[src/rtl/writeback_arbiter.sv]
// Register-file writeback arbiter: merges the unstallable ALU stream with buffered
// load results, kills stale loads and answers issue-stage hazard queries.
module writeback_arbiter #(
   parameter int ADDR_WIDTH = 8,
   parameter int DATA_WIDTH = 32,
   parameter int FIFO_DEPTH = 4
) (
   input  logic                  clk,
   input  logic                  reset,
   input  logic                  alu_valid_in,
   input  logic [ADDR_WIDTH-1:0] alu_addr_in,
   input  logic [DATA_WIDTH-1:0] alu_data_in,
   input  logic                  lsu_valid_in,
   output logic                  lsu_ready_out,
   input  logic [ADDR_WIDTH-1:0] lsu_addr_in,
   input  logic [DATA_WIDTH-1:0] lsu_data_in,
   output logic                  write_out,
   output logic [ADDR_WIDTH-1:0] write_addr_out,
   output logic [DATA_WIDTH-1:0] write_data_out,
   input  logic [ADDR_WIDTH-1:0] hazard_addr_in,
   output logic                  hazard_out,
   output logic [15:0]           lsu_wait_count_out,
   input  logic                  debugen_in
);
   localparam int PW = $clog2(FIFO_DEPTH);
   localparam int CW = PW + 1;

   logic [ADDR_WIDTH-1:0] fifo_addr [FIFO_DEPTH];
   logic [DATA_WIDTH-1:0] fifo_data [FIFO_DEPTH];
   logic [FIFO_DEPTH-1:0] kill;
   logic [FIFO_DEPTH-1:0] occupied;
   logic [PW-1:0]         rd_ptr, wr_ptr, off;
   logic [CW-1:0]         count;
   logic                  alu_live, head_valid, head_live, push, pop;

   // Write tracing is left to an external simulation monitor; the enable has no logic role.
   logic debug_unused;
   assign debug_unused = debugen_in;

   assign lsu_ready_out = reset && (count != CW'(FIFO_DEPTH));

   always_comb begin
      alu_live   = alu_valid_in && (alu_addr_in != '0);
      head_valid = (count != '0);
      head_live  = head_valid && !kill[rd_ptr];
      // A killed head drains even under an ALU write; a live one waits for an idle slot.
      pop        = head_valid && (kill[rd_ptr] || !alu_live);
      push       = lsu_valid_in && lsu_ready_out && (lsu_addr_in != '0);
   end

   always_comb begin
      off      = '0;
      occupied = '0;
      for (int i = 0; i < FIFO_DEPTH; i++) begin
         off         = PW'(i) - rd_ptr;
         occupied[i] = ({1'b0, off} < count);
      end
   end

   always_comb begin
      hazard_out = 1'b0;
      for (int i = 0; i < FIFO_DEPTH; i++)
         if (occupied[i] && !kill[i] && (fifo_addr[i] == hazard_addr_in)) hazard_out = 1'b1;
      if (write_out && (write_addr_out == hazard_addr_in)) hazard_out = 1'b1;
      if (hazard_addr_in == '0) hazard_out = 1'b0;
   end

   always_ff @(posedge clk) begin
      if (push) begin
         fifo_addr[wr_ptr] <= lsu_addr_in;
         fifo_data[wr_ptr] <= lsu_data_in;
      end
   end

   always_ff @(posedge clk or negedge reset) begin
      if (!reset) begin
         rd_ptr             <= '0;
         wr_ptr             <= '0;
         count              <= '0;
         kill               <= '0;
         write_out          <= 1'b0;
         write_addr_out     <= '0;
         write_data_out     <= '0;
         lsu_wait_count_out <= '0;
      end else begin
         if (push) wr_ptr <= wr_ptr + PW'(1);
         if (pop)  rd_ptr <= rd_ptr + PW'(1);
         count <= count + CW'(push) - CW'(pop);
         for (int i = 0; i < FIFO_DEPTH; i++)
            if (alu_live && (fifo_addr[i] == alu_addr_in)) kill[i] <= 1'b1;
         // The entry arriving this cycle is younger than the ALU result and must survive.
         if (push) kill[wr_ptr] <= 1'b0;
         write_out <= alu_live || head_live;
         if (alu_live) begin
            write_addr_out <= alu_addr_in;
            write_data_out <= alu_data_in;
         end else if (head_live) begin
            write_addr_out <= fifo_addr[rd_ptr];
            write_data_out <= fifo_data[rd_ptr];
         end
         if (lsu_valid_in && !lsu_ready_out && (lsu_wait_count_out != 16'hFFFF))
            lsu_wait_count_out <= lsu_wait_count_out + 16'd1;
      end
   end
endmodule

[config.mk]
export PLATFORM = sky130hd
export DESIGN_NAME = writeback_arbiter
export DESIGN_NICKNAME = d
export VERILOG_FILES = /design/src/rtl/writeback_arbiter.sv
export SDC_FILE = /design/constraint.sdc
export NUM_CORES = 1
export LEC_CHECK = 0
export BUFFER_PORTS_ARGS = -buffer_cell sky130_fd_sc_hd__buf_2
export CORE_UTILIZATION = 28
export DETAILED_ROUTE_END_ITERATION = 8
export PLACE_DENSITY = 0.45
export SLEW_MARGIN = 30
export SYNTH_ARGS = -nofsm -noshare
export SYNTH_HDL_FRONTEND = slang
export SYNTH_SLANG_ARGS = --single-unit
[constraint.sdc]
create_clock -name clk -period 3.6 [get_ports clk]
set_clock_uncertainty 0.05 [all_clocks]
set_input_delay 0 -clock clk [delete_from_list [all_inputs] [get_ports clk]]
set_output_delay 0 -clock clk [all_outputs]
set_load 0.02 [all_outputs]
==> metrics.md <==
| Metric | Value |
|---|---|
| I/O pin cnt | `152` |
| Yosys top cell by area | `edfxtp_1` |
| IO buf count | `150` |
| Largest net degree at the start of global routing | `86` |
| Remaining Overflow, GRT | `0` |
| PD cells | `690 nW/um^2` |
| WL per Instance | `18.9 um` |
| CP startpoint kind | `flip-flop` |
| Unique masters post-synth | `38` |
| CTS tree | `built` |
| Final Hold Vio Count | `0` |
| Area contributors post-synth | `edfxtp_1, dfrtp_1, mux4_2` |
| Async S/R FF share, synth | `0.298` |
| Die Span Y | `191 um` |
| Post-route cell area | `13100 um^2` |
| Syn Inst Count | `654` |
| Met1 usage in global routing | `0.187` |
| Fin nets | `992` |
| Ys flop type | `edfxtp_1` |
| DRT antenna net count | `0` |
| Total wire length | `25700 um` |
| DR iter-0 viols | `361` |
| Critical Path RT | `3.96 ns` |
| Min Tclk post-route | `2.77 ns` |
| Die X | `191 um` |
| Final core occ | `0.375` |
| Tot GR Track Use | `0.143` |
| Die Area | `36500 um^2` |
| Maximum vdd drop | `0.328 mV` |
| Root Buffer Master | `clkbuf_16` |
| Max Clk Rate | `361 MHz` |
| Number of synthesized flops with an enable pin | `160` |
| Worst hold path type | `in -> reg` |
| Mapped Nets | `759` |
| Critical Path, Cell by Cell | `mux4_2 -> o21ba_2 -> ha_1 -> inv_1 -> ha_1 -> fa_1 -> xor2_1 -> xnor2_1` |
| Static leakage | `0.00512 uW` |
| CP arrival | `3.13 ns` |
| Run status | `finished clean` |
| H-tree depth | `1` |
| Final setup TNS | `0 ns` |
| Layer with the highest usage | `met2` |
| Total number of vias | `6206` |
| Crit path top cell by count | `ha_1` |
| Worst-path fanout max | `14` |
| M2 GR Usage | `0.247` |
| Clk Latency, worst-skew pair | `0.53 ns` |
| Worst slew margin | `0.493` |
| Yosys warnings | `0` |
| Fin. max-slew vios | `0` |
| Seq cells post-synth | `228` |
| CTS resizes | `0` |
| Initial antenna violation count | `1` |
| First-pass GRT wire length | `39600 um` |
| Clk sink count | `228` |
| WS Path Type | `reg -> reg` |
| Crit-path max cell delay | `0.60 ns` |
| Rows | `68` |
| Area of the core | `34900 um^2` |
| Sequential share of the synthesized area | `0.649` |
| Dpl hpwl | `16700 um` |
| Synth-to-layout area growth | `30.4%` |
| Share of layout cells above drive strength 1 | `0.285` |
| Final worst path period share | `0.770` |
| Starting density of the core | `0.287` |
| Drt via density | `4.55` |
| Worst slew pin tran | `0.761 ns` |
| Dpl cell area | `11300 um^2` |
| Top-area cell type share of the netlist area | `0.480` |
| Clk buf depth | `3` |
| Average cell area after synthesis | `15.3 um^2` |
| DR pass1 iterations | `5` |
| DRC Markers | `0` |
| Unrepaired setup endpoints after global routing | `no` |
| GP Congestion | `0.781` |
| Mapped Area | `10000 um^2` |
| Final setup violation count | `0` |
| Clock transition at path regs | `0.06 ns` |
| Max_cap viols | `0` |
| Crit end category | `flip-flop` |
| Slowest CP cell | `mux4_2` |
| TritonCTS Buffers | `27` |
| Met3 Track Usage GR | `0.0231` |
| Vias in the first global route | `6584` |
| Final Hold Slack | `0.170 ns` |
-- stage by stage --
| step | std cells | setup WS, ns | total power (uW) |
|---|---|---|---|
| final | 1364 | 0.830 | 9020 |
| after global routing | 1364 | 0.710 | 9540 |
| after CTS | 1363 | 0.805 | 9180 |
| after detailed placement | 1228 | 0.806 | 6250 |
| after global placement | 1228 | 0.833 | 6250 |
| after floorplan | 654 | 0.814 | 5400 |
-- report_power, final --
part | internal [uW] | switching [uW]
clock | 1720 | 1090
combinational | 1200 | 1420
sequential | 3260 | 318
-- cells in the final DEF (no fill, tap or decap), types with 3 or more instances in the layout --
master	instances
bufinv_16	4
buf_12	3
and2_2	5
o2111ai_1	5
mux2i_1	40
nor2_1	60
dlygate4sd3_1	84
edfxtp_1	160
clkbuf_1	3
nor3_1	13
clkinv_2	4
nor4_1	9
inv_1	11
ha_1	11
nand4_1	12
and3_1	3
a21oi_1	44
nand2_1	12
xnor2_1	47
dfrtp_1	66
buf_4	9
mux4_2	41
clkbuf_16	27
clkinv_1	5
xor2_1	45
nand3_1	6
buf_2	149
o21ai_0	4
clkbuf_8	3
-- critical path: cells and delay by family, from the launching register on --
family | cells | cell delay [ns]
adders and majority gates | 3 | 0.83
muxes | 1 | 0.60
DFF | 1 | 0.58
buffers and inverters | 1 | 0.04
xor gates and xnor gates | 2 | 0.28
AOI/OAI and AO/OA | 1 | 0.26
-- cell usage after synthesis (2+ instances only) --
| library cell | count |
|---|---|
| a21oi_1 | 44 |
| and2_1 | 4 |
| and3_1 | 3 |
| buf_2 | 18 |
| buf_4 | 3 |
| clkbuf_1 | 19 |
| dfrtp_1 | 68 |
| edfxtp_1 | 160 |
| ha_1 | 11 |
| inv_1 | 11 |
| mux2i_1 | 40 |
| mux4_2 | 41 |
| nand2_1 | 12 |
| nand3_1 | 6 |
| nand4_1 | 12 |
| nor2_1 | 61 |
| nor3_1 | 13 |
| nor4_1 | 9 |
| o2111ai_1 | 5 |
| o21ai_0 | 4 |
| o311ai_0 | 2 |
| or4_1 | 2 |
| xnor2_1 | 47 |
| xor2_1 | 45 |
-- cell families after synthesis --
group	share of synthesized area
compound gates	0.0385
xor+xnor	0.0804
fa+ha+maj	0.0157
buf+inv	0.0234
flops	0.649
mux	0.134
simple gates	0.0589
-- path summary, 6_finish.rpt --
| kind | startpoint | end | slack [ns] | cells past startpoint |
|---|---|---|---|---|
| max | rd_ptr[0]$_DFFE_PN0P_ | count[2]$_DFF_PN0_ | 0.83 | 8 |
| min | lsu_data_in[5] | fifo_data[2][5]$_DFFE_PP_ | 0.17 | 2 |
| max reg2reg | rd_ptr[0]$_DFFE_PN0P_ | count[2]$_DFF_PN0_ | 0.83 | 8 |
| min reg2reg | lsu_wait_count_out[12]$_DFFE_PN0P_ | lsu_wait_count_out[12]$_DFFE_PN0P_ | 0.44 | 1 |
| max in group asynchronous | reset | rd_ptr[0]$_DFFE_PN0P_ | 2.39 | 4 |
| min in group asynchronous | reset | lsu_wait_count_out[5]$_DFFE_PN0P_ | 0.50 | 4 |
-- registers in the layout, summed over array words and instances, names as in the netlist --
register and cells:
write_addr_out 8, rd_ptr 2, fifo_addr 32, count 3, write_out 1, lsu_wait_count_out 16, fifo_data 128, kill 4
wr_ptr 2, write_data_out 32
-- per-layer routing --
layer / part of all wire / vias up
met1: 0.44 / 3140
met3: 0.045 / 26
met2: 0.50 / 130
met4: 0.013 / 0
li1: - / 2910
met5: 0 / -
-- timing repair --
item	4_1_cts	5_1_grt
hold buffers	85	0
hold endpoints to repair	246	0
buffers inserted	0	0
-- area by class of cell --
| cell class | instances | area, um^2 |
|---|---|---|
| fillers | 3421 | 21800 |
| flip-flops and latches | 228 | 6510 |
| multi-input cells | 373 | 3300 |
| repair buffers | 246 | 1730 |
| clock buffers | 33 | 728 |
| well taps | 455 | 569 |
| clock inverters | 17 | 191 |
| inverters | 11 | 41.3 |
| diodes | 1 | 2.50 |
Note: power is estimated with default switching activity, not from simulation.
